`src/rtl/shift_add_mult_ctrl.sv`:
```
// Sequencing controller for a shift-and-add multiplier: scans B LSB-first.
// Optional early termination on remaining zero bits: `define ZERO_SKIP_EN.
module shift_add_mult_ctrl #(
  parameter int N = 8
) (
  input  logic         clk,
  input  logic         rst,
  input  logic         start,
  input  logic [N-1:0] a_in,
  input  logic [N-1:0] b_in,
  output logic [N-1:0] a_q,
  output logic         acc_clr,
  output logic [3:0]   acc_count,
  output logic         acc_en,
  output logic         busy,
  output logic         done
);

  typedef enum logic [1:0] {
    IDLE,
    CLEAR,
    RUN,
    DONE
  } state_t;

  localparam logic [3:0]   LAST = 4'(N - 1);
  localparam logic [N-1:0] ONE  = N'(1);

  state_t       state_q, state_d;
  logic [N-1:0] a_d;
  logic [N-1:0] b_q, b_d;
  logic [3:0]   count_q, count_d;
  logic         rest_zero;

`ifdef ZERO_SKIP_EN
  // No set bits above the current index: the product is already final.
  assign rest_zero =
    (b_q >> ({1'b0, count_q} + 5'd1)) == '0;
`else
  assign rest_zero = 1'b0;
`endif

  always_ff @(posedge clk) begin
    if (rst) begin
      state_q <= IDLE;
      a_q     <= '0;
      b_q     <= '0;
      count_q <= '0;
    end else begin
      state_q <= state_d;
      a_q     <= a_d;
      b_q     <= b_d;
      count_q <= count_d;
    end
  end

  always_comb begin
    state_d = state_q;
    a_d     = a_q;
    b_d     = b_q;
    count_d = count_q;
    unique case (state_q)
      IDLE: begin
        if (start) begin
          state_d = CLEAR;
          a_d     = a_in;
          b_d     = b_in;
          count_d = '0;
        end
      end
      CLEAR: state_d = RUN;
      RUN: begin
        if (count_q == LAST || rest_zero) begin
          state_d = DONE;
        end else begin
          count_d = count_q + 4'd1;
        end
      end
      DONE: state_d = IDLE;
      default: state_d = IDLE;
    endcase
  end

  assign acc_clr   = (state_q == CLEAR);
  assign busy      = (state_q == CLEAR) || (state_q == RUN);
  assign done      = (state_q == DONE);
  assign acc_count = count_q;
  assign acc_en    = (state_q == RUN) &&
                     |(b_q & (ONE << count_q));

endmodule

```
`config.mk`:
```
export PLATFORM = sky130hd
export DESIGN_NAME = shift_add_mult_ctrl
export DESIGN_NICKNAME = d
export VERILOG_FILES = /design/src/rtl/shift_add_mult_ctrl.sv
export SDC_FILE = /design/constraint.sdc
export NUM_CORES = 1
export LEC_CHECK = 0
export BUFFER_PORTS_ARGS = -buffer_cell sky130_fd_sc_hd__buf_4
export CORE_MARGIN = 2
export CORE_UTILIZATION = 52
export CTS_CLUSTER_SIZE = 30
export DETAILED_ROUTE_END_ITERATION = 8
export MAX_ROUTING_LAYER = met4
export PLACE_DENSITY = 0.91
export SLEW_MARGIN = 10
export SYNTH_ARGS = -nofsm -noshare
export SYNTH_HDL_FRONTEND = slang
export SYNTH_SLANG_ARGS = --single-unit
```
`constraint.sdc`:
```
create_clock -name clk -period 4.6 [get_ports clk]
set_input_delay 0.23 -clock clk [delete_from_list [all_inputs] [get_ports clk]]
set_output_delay 0.23 -clock clk [all_outputs]
set_load 0.01 [all_outputs]
```
== After elaboration in Yosys (flattened, before gate mapping) ==
Index checks and enable logic that the tools add are counted.
Storage, ports and cells
  output and inout port bits: 16
  register bits: 22
  bits of input ports: 19
Cells by class
  shift-type cells: 1
  multiplexer cells: 6
  bitwise logic cells: 1
  eq/ne operators: 7
  $add $sub $neg: 1
  reduce and logical (&&, ||, !) cells: 8
Operator list (count)
  bitwise AND 8 bit: 1
  2-to-1 mux 4 bit: 2
  case mux 2 bit (4 select lines): 1
  case mux 4 bit (2 select lines): 1
  OR reduction 8 bit: 1
  << shifter 1 x 4 -> 8 bit, first input constant: 1
  inequality test 2 bit, second input constant: 3
  adder 4 x 1 -> 4 bit, second input constant: 1
  == test 2 bit, second input constant: 2
  == test 4 x 3 -> 1 bit, second input constant: 1
  2-to-1 mux 2 bit: 2
  AND reduction 2 bit: 2
  AND reduction 3 bit: 1
  == test 2 x 1 -> 1 bit, second input constant: 1
  logical NOT 2 bit: 1
  nonzero test 2 bit: 1
  logical AND 1 bit: 1
  logical OR 1 bit: 1

== Logic depth before layout (Yosys ltp) ==
Gate-level depths: netlist of run 1.
  depth after elaboration: 4
  gate-level depth with buffers: 7

== Worst setup path after synthesis of run 1 ==
OpenSTA, ideal clock, no wires.
  kind: flip-flop to flip-flop
  start: register state_q[0]
  end: register count_q[2], in the netlist acc_count[2]
  required time: 4.530 ns
  path buffers: 1
  arrival: 1.570 ns
  slack: 2.959 ns
  stages on the path, launching flop included: 7
  path through: dfxtp_1 -> inv_1 -> ha_1 -> buf_6 -> and4b_4 -> or4b_1 -> a21oi_1
On the way
  word-level cells in the longest chain between the ends: 3
  elaborated cells on any way between the ends: 7
  classes of those cells: 3 x eq/ne; 1 x mux; 3 x reduce/logical
Ends and longest elaborated chain
  start, declared: RTL line 29  | state_t state_q, state_d;
  start signal, assigned: RTL line 50  | state_q <= state_d;
  == test 2 bit or logical NOT 2 bit (tied branches): RTL line 62  | unique case (state_q)
  inequality test 2 bit (no source line) or nonzero test 2 bit (tied branches)
  AND reduction 3 bit (no source line)
  end signal, assigned: RTL line 53  | count_q <= count_d;
  end, declared: RTL line 32  | logic [3:0] count_q, count_d;
Several ways; a longest one is shown, not always the timed one.
A chain may end at the register's enable or synchronous reset.

== Final worst setup path of run 1 ==
  start: register count_q[0], in the netlist acc_count[0]
  end: output port acc_en
On the way
  word-level cells in the longest chain between the ends: 4
Ends and longest elaborated chain
  << shifter 1 x 4 -> 8 bit: RTL line 89  | |(b_q & (ONE << count_q));
  bitwise AND 8 bit: RTL line 89
  OR reduction 8 bit: RTL line 89
  logical AND 1 bit: RTL line 88  | assign acc_en = (state_q == RUN) &&
  end, declared: RTL line 14  | output logic acc_en,
No other way between the ends.

==> results of run 1 <==
flip-flops by register name (all words and copies together), names as in the netlist:
| name | flops |
|---|---|
| a_q | 8 |
| acc_count | 4 |
| b_q | 8 |
| state_q | 2 |
cell type report:
| class | count | area (um2) |
|---|---|---|
| inverters | 6 | 22.52 |
| clock buffers | 3 | 22.52 |
| well taps | 27 | 33.78 |
| repair buffers | 34 | 255.2 |
| fillers | 161 | 598.1 |
| flip-flops and latches | 22 | 440.4 |
| multi-input cells | 92 | 569.3 |
cell families (layout without fill, tap and decap cells):
| family | Yosys count | count (layout) | share of synthesized area (%) |
|---|---|---|---|
| DFF | 22 | 22 | 41.41 |
| muxes | 3 | 3 | 3.294 |
| AOI/OAI and AO/OA | 31 | 31 | 17.06 |
| adders and majority gates | 11 | 11 | 12.94 |
| and+or+nand+nor | 47 | 47 | 20.24 |
| buffers and inverters | 12 | 43 | 5.058 |
cells in the final DEF (no fill, tap or decap), types with 2 or more instances in the layout:
cell type	netlist	layout
nand2_1	35	35
buf_4	0	34
dfxtp_1	22	22
a21oi_1	21	21
ha_1	11	11
inv_1	6	6
o21ai_0	3	3
clkbuf_4	0	3
a222oi_1	2	2
nor2_1	2	2
through the flow:
| step | util (%) | cells | instance area [um2] |
|---|---|---|---|
| floorplan | - | 126 | 1064 |
| global placement | 68.04 | 181 | 1321 |
| detailed placement | 68.04 | 181 | 1321 |
| CTS | 69.20 | 184 | 1344 |
| global route | 69.20 | 184 | 1344 |
| finish | 69.20 | 184 | 1344 |
power by group:
group | switching (uW) | leakage [uW] | internal (uW) | total [uW]
registers | 22.2 | 0.000180 | 222 | 244
clock network | 54.0 | 0.0000138 | 30.5 | 84.5
logic | 120 | 0.000389 | 96.4 | 216
layer usage:
layer | vias to the layer above | track usage, % | share of wire, %
met2 | 36 | 38.29 | 54
met1 | 441 | 23.95 | 38
met3 | 2 | 3.988 | 6.5
met4 | 0 | 7.143 | 0.74
li1 | 491 | - | -
met5 | - | - | 0
critical path: cells and delay by family, from the launching register on:
family	cells	cell delay [ns]
adders and majority gates	1	0.24
buffers and inverters	2	0.25
muxes	1	0.21
AOI/OAI and AO/OA	2	0.36
DFF	1	0.45
path summary, 6_finish.rpt:
| check | to | cells past startpoint | slack, ns | start |
|---|---|---|---|---|
| max reg2reg | acc_count[2] | 5 | 2.82 | state_q[0] |
| min | a_q[1] | 3 | 0.16 | a_in[1] |
| min reg2reg | a_q[1] | 2 | 0.46 | a_q[1] |
| max | acc_en | 6 | 2.56 | acc_count[0] |
==> results.md, run 1 <==
Placement:
- Once detailed placement completed, the half-perimeter wirelength came to 1780 um.
- The worst-case setup slack after placement is 2.850 ns.
- The number of port buffers is 34.
- At the end of routability-driven placement, the weighted congestion stood at 0.8701.

Timing:
- The number of max-slew violations in the final report is 0.
- The worst path setup slack after routing is 2.563 ns.
- Setup repair after global routing left no endpoint under its margin.
- The worst setup skew after layout is 0.002656 ns.
- Static timing analysis puts the maximum clock frequency at 490.9 MHz.
- For the final routed database, the setup TNS stands at 0 ns.
- For the pin with the worst max-slew slack, the measured transition is 0.5440 ns.
- In the finished design, the share of the clock period the worst path needs comes to 44.28%.
- The number of hold violations in the final report is 0.
- The final-report setup violation count is 0.
- The worst-case hold slack is 0.1635 ns.
- The time the worst path needs with I/O delays and setup is 2.037 ns.
- In this run the tightest slew margin relative to its limit is 63.73%.

Hold path:
- The path class of the tightest hold or removal check is input pin to flop.

GRT:
- After global routing the overflow that remains totals 0.
- The combined global-route utilization of all metal layers is 21.50%.
- The pin count of the biggest net entering global routing is 23.
- The initial antenna violation count came to 0.
- The wire length of the first global-routing pass is 4008 um.
- The number of global-route vias before repair is 958.

Clock network:
- In this run the deepest clock path goes through 2 buffers.
- The hold buffer count at cts is 0.
- The root buffer cell chosen for the clock tree is clkbuf_4.
- The clock-pin transition on the worst setup and hold timing paths is 0.11 ns.
- Once the clock tree was built, the setup fixing pass inserted 0 buffers.
- The number of gates resized after cts is 0.
- Counting the buffers created by CTS gives 3.
- In this run the number of H-tree levels came out at 1.
- The clock tree from TritonCTS is yes.
- CTS saw 22 sinks.
- The clock reaches the later pin of the worst-skew pair after 0.30 ns.

Critical path:
- The critical path endpoint category is an output port.
- Walking the worst path, the cells encountered are inv_1 > ha_1 > a222oi_1 > mux2_2 > a21oi_1 > buf_4.
- The arrival time at the worst endpoint is 1.81 ns.
- The critical path start-end classification is flop to output port.
- In this run the worst path has a maximum fanout of 6.
- In this design, the stage delay of the slowest critical-path cell is 0.45 ns.
- The slowest stage cell on the critical path is dfxtp_1.
- The kind of start point of the critical path is a flop.
- The required time at the endpoint of the critical path is 4.37 ns.

Flow run:
- Across the run, the number of max-cap violations was 0.

Die:
- The row count is 16.
- The total die area is 2423 um2.
- The core region is 1942 um2.
- The die is 49.23 um tall.
- The count of boundary I/O pins is 35.
- The floorplan step set the die width to 49.23 um.
- The effective utilization at floorplan is 54.77%.

Pwr:
- The worst ir drop on vdd is 325.9 uV.
- In this run the static leakage power is 0.0005829 uW.
- For this design the ratio of total power to cell area is 405.0 nW/um2.
- The total chip power is 544.2 uW.

Synth:
- During synthesis, Yosys emitted a total of 0 warnings.
- Sorting the synthesized cells by how often they occur yields nand2_1, dfxtp_1, a21oi_1.
- In this run the biggest area consumer among cell types represents 41.41% of the synthesized area.
- The post-synthesis cell type count is 29.
- After technology mapping, the gate count stands at 126.
- The most used flip-flop cell after synthesis is dfxtp_1.
- In the synthesized netlist the async set-or-reset flop fraction comes to 0%.
- After synthesis the netlist holds a flip-flop and latch count of 22.
- The largest area contributor in the netlist is dfxtp_1.
- Sequential elements use 41.41% of the synthesized area.
- The cell with the most instances after synthesis is nand2_1.
- After synthesis, the mean cell area works out to 8.441 um2.
- Synthesis produced a netlist with a net count of 156.
- The post-synthesis instance area is 1064 um2.
- In this run, synthesis inferred 0 flip-flops with an integrated enable.
- Ranked by total cell area, the synthesized netlist is headed by dfxtp_1, ha_1, nand2_1, a21oi_1, inv_1.

Drt:
- In the final routed layout, each cell accounts on average for 12.42 um.
- Using the TritonRoute via totals, the vias-per-cell ratio works out to 5.272.
- After detailed routing, the total wire length is 2286 um.
- The number of detailed-routing iterations run before antenna repair is 5.
- The initial DRC count is 18.
- The detail route stage leaves a number of antenna-violating nets equal to 0.
- The routed layout has 970 vias.
- After detailed routing, the number of remaining DRC violations is 0.

Cells and area:
- The diode insertion count for antenna repair is 0.
- Cells with a size suffix above 1 make up 25.48% of the layout.
- From synthesis to final layout, the design area changed by 26.35%.
- The final layout net count is 189.

Outcome:
- The flow ran to the end, and the final reports show no timing, DRC or antenna violations.
(Power assumes the default switching activity.)
==> run 2, diff against run 1 <==
CORE_ASPECT_RATIO = 0.6   (was default)
CORE_UTILIZATION = 49   (was 52)
PLACE_DENSITY = 0.87   (was 0.91)
clock period = 2 ns   (was 4.6 ns; I/O delays follow)
==> run 2 against run 1 <==
Net effect: register-to-register slack worse by 2.6 ns; clock-buffer cell count unchanged; total power up 130%; clock power up 140%; critical path depth unchanged; critical endpoint unchanged; largest cell class unchanged; largest power group unchanged.
==> results.md, run 2 (same netlist as run 1, synthesis figures left out) <==
Outcome:
- The run finished with clean final reports.

Clock network:
- The number of clock buffers inserted by TritonCTS came to 3 (unchanged).
- The clock-pin transition on the worst setup and hold timing paths came to 0.11 ns (about the same).
- The later-pin clock latency in the skew report is 0.31 ns (about the same).
- TritonCTS built the clock tree.
- The clock tree buffer depth is 2 (unchanged).
- The number of sinks driven by the clock tree was 22 (unchanged).
- The post-CTS setup buffer count is 0 (unchanged).
- In this run the clock root is driven by a clkbuf_4.
- The H-tree depth came to 1 (unchanged).
- The hold buffer count at cts came to 0 (unchanged).

Critical path:
- The required time at the endpoint of the critical path is 1.90 ns (-2.47 ns).
- The top fanout value on the critical path was 6 (unchanged).
- The critical path start-end classification is flop to output port.
- STA classifies the critical path endpoint as an output port.
- The critical path launch point is acc_count[1].
- The arrival time at the worst endpoint was 1.75 ns (-0.06 ns).
- The kind of start point of the critical path is a flop.
- The worst register-to-register path begins at state_q[0].

Drt:
- The average wire length per cell after detail routing is 12.48 um (+0.42%).
- The number of detailed-routing iterations run before antenna repair came to 4 (-1).
- The number of vias per cell came to 5.102 (-3.2%).
- The total via count in the routed design is 954 (-1.6%).
- The total wire length after detailed routing is 2333 um (+2.1%).
- The initial DRC count was 22 (+4).
- The antenna violation net count after detailed routing is 0 (unchanged).
- The post-route DRC violation count is 0 (unchanged).

Timing:
- The sum of negative setup slack is 0 ns (unchanged).
- The number of hold violations in the final report is 0 (unchanged).
- The worst-case hold slack was 0.02277 ns (-0.1407 ns).
- The number of max-slew violations in the final report is 0 (unchanged).
- Subtracting the final worst setup slack from the clock period gives 1.852 ns.
- The worst setup skew after layout is 0.007276 ns (+0.004620 ns).
- The transition at the pin with the smallest max-transition slack is 0.5356 ns (-0.008415 ns).
- The worst-case headroom to the max-slew limit was 64.29% (+0.56 points).
- The final-report setup violation count is 0 (unchanged).
- Of the available clock period, the critical path in the final layout requires 92.61%.
- Setup repair after global routing left no endpoint under its margin.
- Derived from the worst setup path, the maximum achievable clock frequency is 539.9 MHz.

Placement:
- The placed wire-length estimate after detailed placement is 1809 um (+1.6%).
- The number of port buffers is 34 (unchanged).
- The last weighted congestion value of the routability-driven placer came to 0.7033 (-19%).
- The total placed instance area is 1325 um2 (+0.28%).

Cells and area:
- Leaving out fill and tap cells, the most frequent cell in the layout is nand2_1.
- The final layout net count came to 189 (unchanged).
- The fraction of final layout cells with drive strength greater than 1 is 26.75% (+1.3 points).
- The area added between synthesis and finish is 26.94%.
- The final design instance area without fill was 1350 um2 (+0.47%).
- The diode insertion count for antenna repair is 0 (unchanged).
- In the layout the commonest cells are nand2_1, buf_4, a21oi_1.

Pwr:
- The worst ir drop on vdd is 706.9 uV (+120%).
- The total power density per cell area is 932.3 nW/um2 (+130%).
- The total chip power was 1259 uW (+130%).
- The leakage power summed over all cells is 0.0005839 uW (+0.17%).

Hold path:
- The path class of the lowest-slack min-delay path is input pin to flop.
- The startpoint of the worst hold path is b_in[1].

Die:
- The effective utilization at floorplan was 50.30% (-4.5 points).
- The area of the core came to 2115 um2 (+8.9%).
- The row count came to 13 (-3).
- The die extent in x is 64.15 um (+30%).
- The count of boundary I/O pins is 35 (unchanged).
- The total die area was 2571 um2 (+6.1%).
- The vertical extent of the die is 40.09 um (-19%).

GRT:
- The pin count of the biggest net entering global routing is 23 (unchanged).
- The wire length of the first global-routing pass is 3712 um (-7.4%).
- The number of global-route vias before repair is 880 (-8.1%).
- The combined global-route utilization of all metal layers is 20.01% (-1.5 points).
- The aggregate global routing overflow is 0 (unchanged).
- The initial antenna violation count is 0 (unchanged).

Flow run:
- The count of maximum capacitance violations is 0 (unchanged).
==> run 2: cell counts in the layout (fill, tap and decap cells not counted) <==
No cell type changed its count.
==> run 2: layout make-up <==
type                            instances  area [um2]
Fill cell                             195       764.5
Multi-Input combinational cell         92       569.3
Sequential cell                        22       442.9
Timing Repair Buffer                   34       255.2
Tap cell                               30       37.54
Clock buffer                            3       22.52
Inverter                                6       22.52
==> run 2: metal layers <==
| metal | global-route usage [%] | vias to the layer above | share of wire, % |
|---|---|---|---|
| met5 | - | - | 0 |
| met2 | 37.50 | 27 | 50 |
| met3 | 5.899 | 3 | 6.6 |
| li1 | - | 491 | - |
| met4 | 3.723 | 0 | 0.43 |
| met1 | 22.35 | 433 | 43 |
==> run 2: path summary, 6_finish.rpt <==
kind	endpoint	slack [ns]	cells after the start
max	acc_en	0.15	6
min	b_q[1]	0.02	3
max reg2reg	acc_count[2]	0.22	5
min reg2reg	a_q[7]	0.46	2
==> run 2: power by group <==
group	internal [uW]	leakage [uW]	switching [uW]
Clock	70.5	0.0000138	128
Combinational	222	0.000389	276
Sequential	511	0.000181	50.8
Total	803	0.000584	455
==> run 2: timing repair <==
item                                   in CTS  in global routing
endpoints found under the hold margin       0                  0
setup endpoints to repair                   0                  1
gates resized for setup                     0                  2
==> run 2: per-stage QoR <==
stage | std cells | utilization [%] | setup WS, ns
global route | 187 | 63.85 | 0.03715
floorplan | 126 | - | 0.3590
global placement | 184 | 62.66 | 0.3229
detailed placement | 184 | 62.66 | 0.2447
CTS | 187 | 63.73 | 0.08105
finish | 187 | 63.85 | 0.1479
==> run 2: worst max-delay path, stage by stage (launching register included) <==
cell and delay [ns]:
dfxtp_2 0.39, inv_1 0.07, ha_1 0.19, a222oi_1 0.35, mux2_2 0.22, a21oi_1 0.06, buf_4 0.15
